File: src/rtl/riscv_csr_pkg.sv
// Shared machine-mode CSR definitions: addresses, mstatus fields, interrupt
// cause codes and the trap sequencer state encoding.
package riscv_csr_pkg;

  localparam logic [11:0] CSR_MSTATUS = 12'h300;
  localparam logic [11:0] CSR_MTVEC   = 12'h305;
  localparam logic [11:0] CSR_MEPC    = 12'h341;
  localparam logic [11:0] CSR_MCAUSE  = 12'h342;
  localparam logic [11:0] CSR_MTVAL   = 12'h343;

  localparam int MSTATUS_MIE    = 3;
  localparam int MSTATUS_MPIE   = 7;
  localparam int MSTATUS_MPP_LO = 11;
  localparam int MSTATUS_MPP_HI = 12;

  // Bit positions inside irq_pending / mie_q
  localparam int IRQ_MSI_BIT = 0;
  localparam int IRQ_MTI_BIT = 1;
  localparam int IRQ_MEI_BIT = 2;

  localparam logic [4:0] IRQ_CAUSE_MSI = 5'd3;
  localparam logic [4:0] IRQ_CAUSE_MTI = 5'd7;
  localparam logic [4:0] IRQ_CAUSE_MEI = 5'd11;

  typedef enum logic [2:0] {
    ST_IDLE,
    ST_FLUSH,
    ST_WR_MEPC,
    ST_WR_MCAUSE,
    ST_WR_MTVAL,
    ST_WR_MSTATUS,
    ST_REDIRECT
  } trap_state_e;

endpackage

File: src/rtl/trap_irq_select.sv
// Picks the highest-priority enabled machine interrupt: MEI, then MSI, then MTI.
module trap_irq_select
  import riscv_csr_pkg::*;
(
  input  logic [2:0] irq_active,
  input  logic       mie,
  output logic       irq_take,
  output logic [4:0] irq_cause
);

  always_comb begin
    irq_take  = 1'b0;
    irq_cause = '0;
    if (mie) begin
      if (irq_active[IRQ_MEI_BIT]) begin
        irq_take  = 1'b1;
        irq_cause = IRQ_CAUSE_MEI;
      end else if (irq_active[IRQ_MSI_BIT]) begin
        irq_take  = 1'b1;
        irq_cause = IRQ_CAUSE_MSI;
      end else if (irq_active[IRQ_MTI_BIT]) begin
        irq_take  = 1'b1;
        irq_cause = IRQ_CAUSE_MTI;
      end
    end
  end

endmodule

File: src/rtl/csr_trap_ctrl.sv
// Machine-mode trap/MRET sequencer: flush, write trap CSRs one per cycle,
// update mstatus, then issue a single-cycle PC redirect.
module csr_trap_ctrl
  import riscv_csr_pkg::*;
#(
  parameter int CSR_ADDR_W = 12,
  parameter int XLEN       = 32
) (
  input  logic                  clk,
  input  logic                  reset_n,
  input  logic                  exc_valid,
  input  logic [4:0]            exc_cause,
  input  logic [XLEN-1:0]       exc_pc,
  input  logic [XLEN-1:0]       exc_tval,
  input  logic                  mret_valid,
  input  logic [2:0]            irq_pending,
  input  logic [XLEN-1:0]       irq_pc,
  input  logic [2:0]            mie_q,
  input  logic [XLEN-1:0]       mstatus_q,
  input  logic [XLEN-1:0]       mtvec_q,
  input  logic [XLEN-1:0]       mepc_q,
  output logic                  flush_req,
  input  logic                  flush_ack,
  output logic                  busy,
  output logic                  csr_trap_we,
  output logic [CSR_ADDR_W-1:0] csr_trap_addr,
  output logic [XLEN-1:0]       csr_trap_wdata,
  output logic                  redirect_valid,
  output logic [XLEN-1:0]       redirect_pc
);

  trap_state_e     state_q, state_d;
  logic            is_irq_q, is_mret_q;
  logic [4:0]      cause_q;
  logic [XLEN-3:0] pc_q;
  logic [XLEN-1:0] tval_q;

  logic            irq_take;
  logic [4:0]      irq_cause;
  logic            accept;
  logic [XLEN-1:0] tvec_base;
  logic            unused_ok;

  function automatic logic [XLEN-1:0] mstatus_on_trap(input logic [XLEN-1:0] m);
    logic [XLEN-1:0] r;
    r = m;
    r[MSTATUS_MPIE] = m[MSTATUS_MIE];
    r[MSTATUS_MIE]  = 1'b0;
    r[MSTATUS_MPP_HI:MSTATUS_MPP_LO] = 2'b11;
    return r;
  endfunction

  function automatic logic [XLEN-1:0] mstatus_on_mret(input logic [XLEN-1:0] m);
    logic [XLEN-1:0] r;
    r = m;
    r[MSTATUS_MIE]  = m[MSTATUS_MPIE];
    r[MSTATUS_MPIE] = 1'b1;
    r[MSTATUS_MPP_HI:MSTATUS_MPP_LO] = 2'b11;
    return r;
  endfunction

  trap_irq_select u_irq_select (
    .irq_active (irq_pending & mie_q),
    .mie        (mstatus_q[MSTATUS_MIE]),
    .irq_take   (irq_take),
    .irq_cause  (irq_cause)
  );

  assign accept    = (state_q == ST_IDLE) && (exc_valid || irq_take || mret_valid);
  assign tvec_base = {mtvec_q[XLEN-1:2], 2'b00};
  assign unused_ok = ^{exc_pc[1:0], irq_pc[1:0], mepc_q[1:0]};

  // Context is captured only at acceptance; exception beats interrupt beats MRET
  always_ff @(posedge clk or negedge reset_n) begin
    if (!reset_n) begin
      state_q   <= ST_IDLE;
      is_irq_q  <= 1'b0;
      is_mret_q <= 1'b0;
      cause_q   <= '0;
      pc_q      <= '0;
      tval_q    <= '0;
    end else begin
      state_q <= state_d;
      if (accept) begin
        is_irq_q  <= !exc_valid && irq_take;
        is_mret_q <= !exc_valid && !irq_take;
        cause_q   <= exc_valid ? exc_cause : (irq_take ? irq_cause : 5'd0);
        pc_q      <= exc_valid ? exc_pc[XLEN-1:2] : (irq_take ? irq_pc[XLEN-1:2] : '0);
        tval_q    <= exc_valid ? exc_tval : '0;
      end
    end
  end

  always_comb begin
    state_d        = state_q;
    flush_req      = 1'b0;
    busy           = (state_q != ST_IDLE);
    csr_trap_we    = 1'b0;
    csr_trap_addr  = '0;
    csr_trap_wdata = '0;
    redirect_valid = 1'b0;
    redirect_pc    = '0;
    unique case (state_q)
      ST_IDLE: begin
        if (accept) state_d = ST_FLUSH;
      end
      ST_FLUSH: begin
        flush_req = 1'b1;
        if (flush_ack) state_d = is_mret_q ? ST_WR_MSTATUS : ST_WR_MEPC;
      end
      ST_WR_MEPC: begin
        csr_trap_we    = 1'b1;
        csr_trap_addr  = CSR_ADDR_W'(CSR_MEPC);
        csr_trap_wdata = {pc_q, 2'b00};
        state_d        = ST_WR_MCAUSE;
      end
      ST_WR_MCAUSE: begin
        csr_trap_we    = 1'b1;
        csr_trap_addr  = CSR_ADDR_W'(CSR_MCAUSE);
        csr_trap_wdata = {is_irq_q, {(XLEN-6){1'b0}}, cause_q};
        state_d        = ST_WR_MTVAL;
      end
      ST_WR_MTVAL: begin
        csr_trap_we    = 1'b1;
        csr_trap_addr  = CSR_ADDR_W'(CSR_MTVAL);
        csr_trap_wdata = tval_q;
        state_d        = ST_WR_MSTATUS;
      end
      ST_WR_MSTATUS: begin
        csr_trap_we    = 1'b1;
        csr_trap_addr  = CSR_ADDR_W'(CSR_MSTATUS);
        csr_trap_wdata = is_mret_q ? mstatus_on_mret(mstatus_q) : mstatus_on_trap(mstatus_q);
        state_d        = ST_REDIRECT;
      end
      ST_REDIRECT: begin
        redirect_valid = 1'b1;
        // Vectored mode only offsets interrupts; modes 2/3 behave as direct
        if (is_mret_q)
          redirect_pc = {mepc_q[XLEN-1:2], 2'b00};
        else if (is_irq_q && mtvec_q[1:0] == 2'b01)
          redirect_pc = tvec_base + {{(XLEN-7){1'b0}}, cause_q, 2'b00};
        else
          redirect_pc = tvec_base;
        state_d = ST_IDLE;
      end
      default: state_d = ST_IDLE;
    endcase
  end

endmodule

File: config.mk
export PLATFORM = sky130hd
export DESIGN_NAME = csr_trap_ctrl
export DESIGN_NICKNAME = d
export VERILOG_FILES = /design/src/rtl/riscv_csr_pkg.sv /design/src/rtl/trap_irq_select.sv /design/src/rtl/csr_trap_ctrl.sv
export SDC_FILE = /design/constraint.sdc
export NUM_CORES = 1
export LEC_CHECK = 0
export ABC_AREA = 1
export CAP_MARGIN = 20
export CORE_MARGIN = 2
export CORE_UTILIZATION = 41
export CTS_BUF_LIST = sky130_fd_sc_hd__clkbuf_8
export DETAILED_ROUTE_END_ITERATION = 8
export PLACE_DENSITY = 0.83
export SYNTH_ARGS = -nofsm -noshare
export SYNTH_HDL_FRONTEND = slang
export SYNTH_SLANG_ARGS = --single-unit
File: constraint.sdc
create_clock -name clk -period 3.63 [get_ports clk]
set_input_delay 0.9075 -clock clk [delete_from_list [all_inputs] [get_ports clk]]
set_output_delay 0.9075 -clock clk [all_outputs]
set_load 0.01 [all_outputs]
# Word-level counts from Yosys, hierarchy flattened
# Cells that the tools add are included.
# totals
mem_bits_rw	0
output_inout_bits	80
memories	0
ff_bits	72
word_cells	55
latch_bits	0
romBits	0
# op_classes
mux	26
reduce_logical	12
order_cmp	0
bitwise_logic	1
multipliers	0
addsub	1
shift	0
div	0
eq_ne	9
# ops
operator	n
$mux W32	4
$pmux W32 S4	1
$mux W30	2
$pmux W10 S4	1
$add A32 B7 Y32	1
$mux W5	5
$pmux W3 S6	1
$mux W3	4
$eq A3 B3 Y1 const B	3
$mux W8	1
$mux W1	7
$eq A3 B2 Y1 const B	2
$logic_and A1 B1 Y1	4
$ne A2 B2 Y1 const B	2
$reduce_or A4 Y1	1
$and A3 B3 Y3	1
$eq A3 B1 Y1 const B	1
$logic_not A3 Y1	1
$reduce_bool A3 Y1	1
$eq A2 B1 Y1 const B	1
$logic_not A1 Y1	2
$logic_or A1 B1 Y1	2
$reduce_and A2 Y1	1

# Logic depth before layout (Yosys ltp)
# Gate-level depths: netlist (run 1).
# logic_depth
word_depth	10
ltp_mapped	14

# Hierarchy
# From an unflattened synthesis (run 1), not the netlist that was laid out.
# unflattened
cells_unflattened	889
hier_area_um2	5647.9
# modules_own_cells
module	seq_area_each_um2	area_per_inst_um2	cells_each	instances
csr_trap_ctrl	1801.7	5584.1	877	1
trap_irq_select	0.0	63.8	12	1

# Least setup slack after synthesis (run 1)
# Ideal clock, no wire load.
# synth_timing
kind	input-to-output
start	input port mtvec_q[2]
end	output port redirect_pc[14]
n_path_buf	0
setup_slack_ns	0.385
arrival_ns	2.338
cell_stages	13
required_time_ns	2.723
cell_sequence	ha_1 -> inv_1 -> fa_1 -> inv_1 -> nand3_1 -> nand3_1 -> nand2_1 -> nand2_1 -> nand2_1 -> o21ai_0 -> nand2_1 -> o21ai_0 -> inv_1
# synth_via
elab_chain_len	4
# synth_rtl
item	line_no	rtl
start, declared	csr_trap_ctrl.sv:20	input logic [XLEN-1:0] mtvec_q,
$add A32 B7 Y32	csr_trap_ctrl.sv:141	redirect_pc = tvec_base + {{(XLEN-7){1'b0}}, cause_q, 2'b00};
$mux W32	csr_trap_ctrl.sv:140	else if (is_irq_q && mtvec_q[1:0] == 2'b01)
$mux W32	csr_trap_ctrl.sv:138	if (is_mret_q)
$mux W32	csr_trap_ctrl.sv:103	unique case (state_q)
end, declared	csr_trap_ctrl.sv:29	output logic [XLEN-1:0] redirect_pc
# No other way between the ends.

# Final worst setup path (run 1)
# layout_timing
start	input port mtvec_q[2]
end	output port redirect_pc[22]
# Same word-level chain as after synthesis.

==> results of run 1 <==
-- critical path: cells and delay by family --
family | cells | cell delay (ns)
AO/OA/AOI/OAI | 2 | 0.27
AND/OR/NAND/NOR | 6 | 0.37
adder cells (fa/ha/maj) | 2 | 0.46
buffers and inverters | 6 | 0.57
-- power by group through the flow --
stage | clock [mW] | combinational [mW] | sequential (mW)
4_1_cts | 0.705 | 2.59 | 1.34
5_1_grt | 0.744 | 2.91 | 1.37
2_1_floorplan | 0 | 1.47 | 1.25
6_report | 0.694 | 2.65 | 1.35
3_5_place_dp | 0 | 2.52 | 1.34
3_3_place_gp | 0 | 2.49 | 1.33
-- layer usage --
metal	global-route usage, %	up-vias	routed length (um)
met5	0	-	0
met3	7.32	70	1830
li1	-	3416	-
met4	15.7	0	1140
met1	33.1	3269	8170
met2	58.1	340	11800
-- flip-flops by register name (all words and copies together) (netlist names) --
register   flops
is_mret_q      1
state_q        3
tval_q        32
is_irq_q       1
pc_q          30
cause_q        5
-- area by class of cell --
type                            count  area, um^2
Inverter                           75         282
Clock buffer                        9         124
Clock inverter                      6        85.1
Multi-Input combinational cell    669        3360
Sequential cell                    72        1800
Tap cell                          176         220
Timing Repair Buffer              344        3210
Fill cell                        1128        4050
-- stage by stage --
stage / power, mW / area, um^2 / utilization (%) / TNS, ns
floorplan: 2.73 / 5520 / - / 0
global placement: 3.82 / 8680 / 66.1 / -14.98
detailed placement: 3.86 / 8680 / 66.1 / -15.73
CTS: 4.63 / 8990 / 68.4 / -0.00529
global route: 5.03 / 9090 / 69.2 / 0
finish: 4.69 / 9090 / 69.2 / 0
-- logic make-up (layout without fill, tap and decap cells) --
kind of cell | count (synthesis) | after routing | share of synthesized area, %
compound gates | 145 | 145 | 14.8
xor+xnor | 3 | 3 | 0.479
fa+ha+maj | 9 | 9 | 2.19
buf+inv | 133 | 434 | 10.7
flops | 72 | 72 | 32.8
other cells | 1 | 9 | 0.0683
simple gates | 503 | 503 | 39.0
-- path summary, 6_finish.rpt --
| check | cells after the start | slack, ns | endpoint | from |
|---|---|---|---|---|
| max | 16 | 0.12 | redirect_pc[22] | mtvec_q[2] |
| min | 2 | 0.49 | tval_q[23]$_DFFE_PN0P_ | tval_q[23]$_DFFE_PN0P_ |
| max reg2reg | 8 | 1.73 | tval_q[27]$_DFFE_PN0P_ | state_q[1]$_DFFE_PN0P_ |
| min reg2reg | 2 | 0.49 | tval_q[23]$_DFFE_PN0P_ | tval_q[23]$_DFFE_PN0P_ |
| max in group asynchronous | 1 | 2.34 | tval_q[8]$_DFFE_PN0P_ | reset_n |
| min in group asynchronous | 1 | 0.68 | pc_q[13]$_DFFE_PN0P_ | reset_n |
-- repair_timing --
action / 4_1_cts / 5_1_grt
setup endpoints to repair: 32 / 32
pin swaps: 27 / 24
endpoints found under the hold margin: 0 / 0
hold buffers: 0 / 0
buffers inserted: 3 / 0
resized for setup: 133 / 62
-- placed cells by master, fill, tap and decap left out, types with 9 or more instances in the layout --
master,count
dfrtp_1,72
a31oi_1,21
clkdlybuf4s50_1,216
o21ai_0,61
clkbuf_8,9
nand3_1,96
nand2_2,15
buf_2,14
dlygate4sd2_1,12
a21oi_1,27
nand2_1,267
buf_4,67
nor2_4,9
nor2_1,66
o21ai_1,14
conb_1,9
inv_1,68
nor3_1,9
nor2_2,12
dlymetal6s2s_1,15
==> results.json, run 1 <==
{
  "setup_viol": 0,
  "cts-root-buf": "clkbuf_8",
  "finalNonFillerCells": 1351,
  "timing.hold.ws_ns": 0.490,
  "wire_per_inst_um": 17.0,
  "crit_fanout": 5,
  "vias": 7095,
  "coreArea_um2": 13100,
  "required_ns": 2.72,
  "slew_viol_final": 0,
  "start_util_pct": 41.8,
  "path_cells": "buf_4 -> ha_4 -> inv_1 -> fa_2 -> inv_2 -> nand3_2 -> nand3_2 -> nand2_2 -> a21oi_2 -> buf_6 -> nand2_2 -> nand2_1 -> nand2_1 -> o21ai_1 -> inv_1 -> buf_2",
  "syn_area_um2": 5490,
  "placed_cells": 1333,
  "drt-initial-drc-count": 562,
  "ys_ff_latch": 72,
  "irDropWorstVdd_v": 0.000291,
  "cp_slowest_cell": "fa_2",
  "cp.arrival_ns": 2.60,
  "maxCapViolations": 0,
  "synthToLayoutAreaGrowth_pct": 65.6,
  "period_minus_slack_ns": 3.51,
  "hold_path.class": "flop to flop",
  "avgSynthCellArea_um2": 6.34,
  "synth_top_area_share_pct": 32.8,
  "dpl.hpwl_um": 17200,
  "setup_slack_ns": 0.120,
  "ant_nets": 0,
  "async_flop_share_pct": 100,
  "worst_slew_pin_slew_ns": 0.934,
  "grt_pass1_wl_um": 34900,
  "grt_max_degree": 83,
  "port_buffers": 270,
  "p_per_area_nw_per_um2": 517,
  "rsz0062_at_grt": "false",
  "p_int_mw": 2.63,
  "slew_headroom_pct": 37.7,
  "clock_skew_ns": 0.0117,
  "synth_top_area_cell": "dfrtp_1",
  "ios": 288,
  "htree_levels": 3,
  "totalWireLength_um": 23000,
  "grt_usage_pct": 31.4,
  "fin_crit_sh_pct": 96.7,
  "antenna_found_initial": 0,
  "pre_cts_slack_ns": -0.768,
  "numCtsBuffers": 9,
  "gp_congestion": 0.941,
  "power_switching_mw": 2.07,
  "critPathKind": "primary input to output pin",
  "start_kind": "primary input",
  "cts.sinks": 72,
  "die_h_um": 120,
  "cp-end-kind": "output pin",
  "outcome": "finished, final reports clean",
  "via_per_inst": 5.25,
  "leakage_nw": 4.24,
  "drc": 0,
  "nets": 1388,
  "sw_frac_of_total_pct": 44.1,
  "cpPeakStageDelay_ns": 0.34,
  "synth.area.top_cells": "dfrtp_1 33%, nand2_1 19%, nand3_1 9.3%, o21ai_0 6.8%, nor2_1 5.5%",
  "final-hold-violation-count": 0,
  "synth_seq_area_share_pct": 32.8,
  "pwr-share-clk_pct": 14.8,
  "die-area_um2": 14300,
  "die_w_um": 120,
  "power_frac_comb_pct": 56.5,
  "drive_above_1_share_pct": 15.7,
  "fmax_mhz": 285,
  "grt_pass1_vias": 6894,
  "synth-edff-count": 0,
  "ys.flop_type": "dfrtp_1",
  "netlist-cell-type-count": 42,
  "antenna_cells": 0,
  "clkTransAtPathRegs_ns": 0.07,
  "synth_most_common_cell": "nand2_1",
  "drtPass1Iterations": 5,
  "yosysWarnings": 0,
  "pwr-share-seq_pct": 28.7,
  "row_count": 42,
  "cts_tree": "done",
  "clockBufferDepth": 2,
  "yosys-top-cells-count": "281 x nand2_1, 102 x nand3_1, 81 x nor2_1, 75 x o21ai_0, 72 x dfrtp_1",
  "overflow": 0,
  "insertion_delay_ns": 0.36,
  "syn_inst": 866
}
No activity file was read; power rests on OpenSTA's default activity.
==> run 2: changes to the inputs <==
--- a/config.mk
+++ b/config.mk
@@ -9,9 +9,11 @@
 export CAP_MARGIN = 20
 export CORE_MARGIN = 2
 export CORE_UTILIZATION = 41
-export CTS_BUF_LIST = sky130_fd_sc_hd__clkbuf_8
+export CTS_BUF_LIST = sky130_fd_sc_hd__clkbuf_4
 export DETAILED_ROUTE_END_ITERATION = 8
 export PLACE_DENSITY = 0.83
+export SETUP_SLACK_MARGIN = 0.4
 export SYNTH_ARGS = -nofsm -noshare
 export SYNTH_HDL_FRONTEND = slang
 export SYNTH_SLANG_ARGS = --single-unit
+export TNS_END_PERCENT = 5
==> results.json, run 2 (same netlist as run 1, synthesis figures left out) <==
{
  "antenna_found_initial": 0,
  "drc": 0,
  "gp_congestion": 0.920,
  "die-area_um2": 14300,
  "hold_path.class": "flop to flop",
  "regMostFlops": "tval_q",
  "totalWireLength_um": 22800,
  "drt-initial-drc-count": 523,
  "cts_tree": "done",
  "fin_crit_sh_pct": 96.5,
  "outcome": "finished, final reports clean",
  "setup_viol": 0,
  "largest_registers": "tval_q (32), pc_q (30), cause_q (5)",
  "nets": 1403,
  "irDropWorstVdd_v": 0.000310,
  "vias": 7137,
  "start_kind": "primary input",
  "grt_pass1_wl_um": 34900,
  "finalNonFillerCells": 1366,
  "overflow": 0,
  "drive_above_1_share_pct": 17.6,
  "fill_cells": 1145,
  "cts.sinks": 72,
  "area.sequential_um2": 1800,
  "largest_reg_flops": 32,
  "power.total_mw": 4.74,
  "cp.arrival_ns": 2.60,
  "worst_slew_pin_slew_ns": 0.929,
  "grt_max_degree": 73,
  "grt_pass1_vias": 6981,
  "drtPass1Iterations": 5,
  "period_minus_slack_ns": 3.50,
  "multi_input_area_um2": 3430,
  "dpl.hpwl_um": 17200,
  "slew_headroom_pct": 38.1,
  "clkTransAtPathRegs_ns": 0.11,
  "fmax_mhz": 285,
  "coreArea_um2": 13100,
  "start_util_pct": 41.8,
  "rsz0062_at_grt": "true",
  "placed_cells": 1338,
  "die_w_um": 120,
  "crit_fanout": 3,
  "clockBufferDepth": 2,
  "ios": 288,
  "p_per_area_nw_per_um2": 514,
  "final_cell_mix": "265 x nand2_1, 214 x clkdlybuf4s50_1, 94 x nand3_1",
  "required_ns": 2.72,
  "antenna_cells": 0,
  "critPathKind": "primary input to output pin",
  "clock_skew_ns": 0.0193,
  "grt_usage_pct": 31.2,
  "ant_nets": 0,
  "final_common_cell": "nand2_1",
  "via_per_inst": 5.22,
  "final-hold-violation-count": 0,
  "leakage_nw": 4.21,
  "maxCapViolations": 0,
  "die_h_um": 120,
  "port_buffers": 270,
  "cts-root-buf": "clkbuf_4",
  "row_count": 42,
  "wire_per_inst_um": 16.7,
  "synthToLayoutAreaGrowth_pct": 68.1,
  "cp-end-kind": "output pin",
  "slew_viol_final": 0,
  "numCtsBuffers": 9,
  "insertion_delay_ns": 0.42,
  "cts-hold-fix-buffers": 0,
  "htree_levels": 3
}
run 2: critical path, stage by stage:
cell	delay [ns]
clkdlybuf4s15_2	0.21
ha_4	0.17
nor2_1	0.15
nand2_2	0.09
buf_4	0.13
buf_4	0.12
and2_1	0.13
or2_2	0.28
nand3_1	0.07
a21oi_1	0.06
dlygate4sd2_1	0.28
run 2: power breakdown:
part | internal, mW | total [mW] | switching, mW
registers | 1.12 | 1.38 | 0.259
clock network | 0.343 | 0.641 | 0.299
logic | 1.20 | 2.72 | 1.52
total | 2.66 | 4.74 | 2.08
run 2: metrics by stage:
step           worst slack (ns)  area (um^2)  util [%]  hold slack (ns)  setup TNS (ns)
6_report                  0.127         9220      70.2            0.505               0
5_1_grt                  0.0612         9220      70.2            0.528               0
4_1_cts                   0.164         9100      69.3            0.505               0
3_5_place_dp             -0.711         8730      66.5            0.473          -15.96
3_3_place_gp             -0.702         8730      66.5            0.466          -15.11
2_1_floorplan             0.391         5520         -            0.453               0
run 2: what timing repair did:
item | CTS | global route
endpoints found under the setup margin | 68 | 69
hold endpoints to repair | 0 | 0
buffers inserted | 6 | 7
pin swaps | 41 | 19
resized for setup | 192 | 31
gates cloned | 0 | 0
run 2: layer usage:
layer  GRT usage, %  up-vias  wire length [um]
met4           13.4        0              1000
met1           33.1     3288              8120
met2           58.0      333             11700
met3           7.94       66              1930
li1               -     3450                 -
met5              0        -                 0
run 2: worst paths after layout:
path,to,cells past startpoint,slack [ns],start
worst max-delay path,redirect_pc[5],11,0.13,mtvec_q[4]
worst min-delay path,tval_q[2]$_DFFE_PN0P_,2,0.50,tval_q[2]$_DFFE_PN0P_
worst max register to register,pc_q[6]$_DFFE_PN0P_,8,1.81,state_q[1]$_DFFE_PN0P_
worst min register to register,tval_q[2]$_DFFE_PN0P_,2,0.50,tval_q[2]$_DFFE_PN0P_
max in group asynchronous,state_q[1]$_DFFE_PN0P_,1,2.36,reset_n
min in group asynchronous,tval_q[17]$_DFFE_PN0P_,1,0.59,reset_n
run 2: final cells by class:
cell class	instances	area share, %
timing repair buffer	359	35.9
tap	176	2.39
inverter	75	3.05
clock buffer	9	0.733
multi-input combinational	669	37.2
sequential	72	19.6
clock inverter	6	1.18
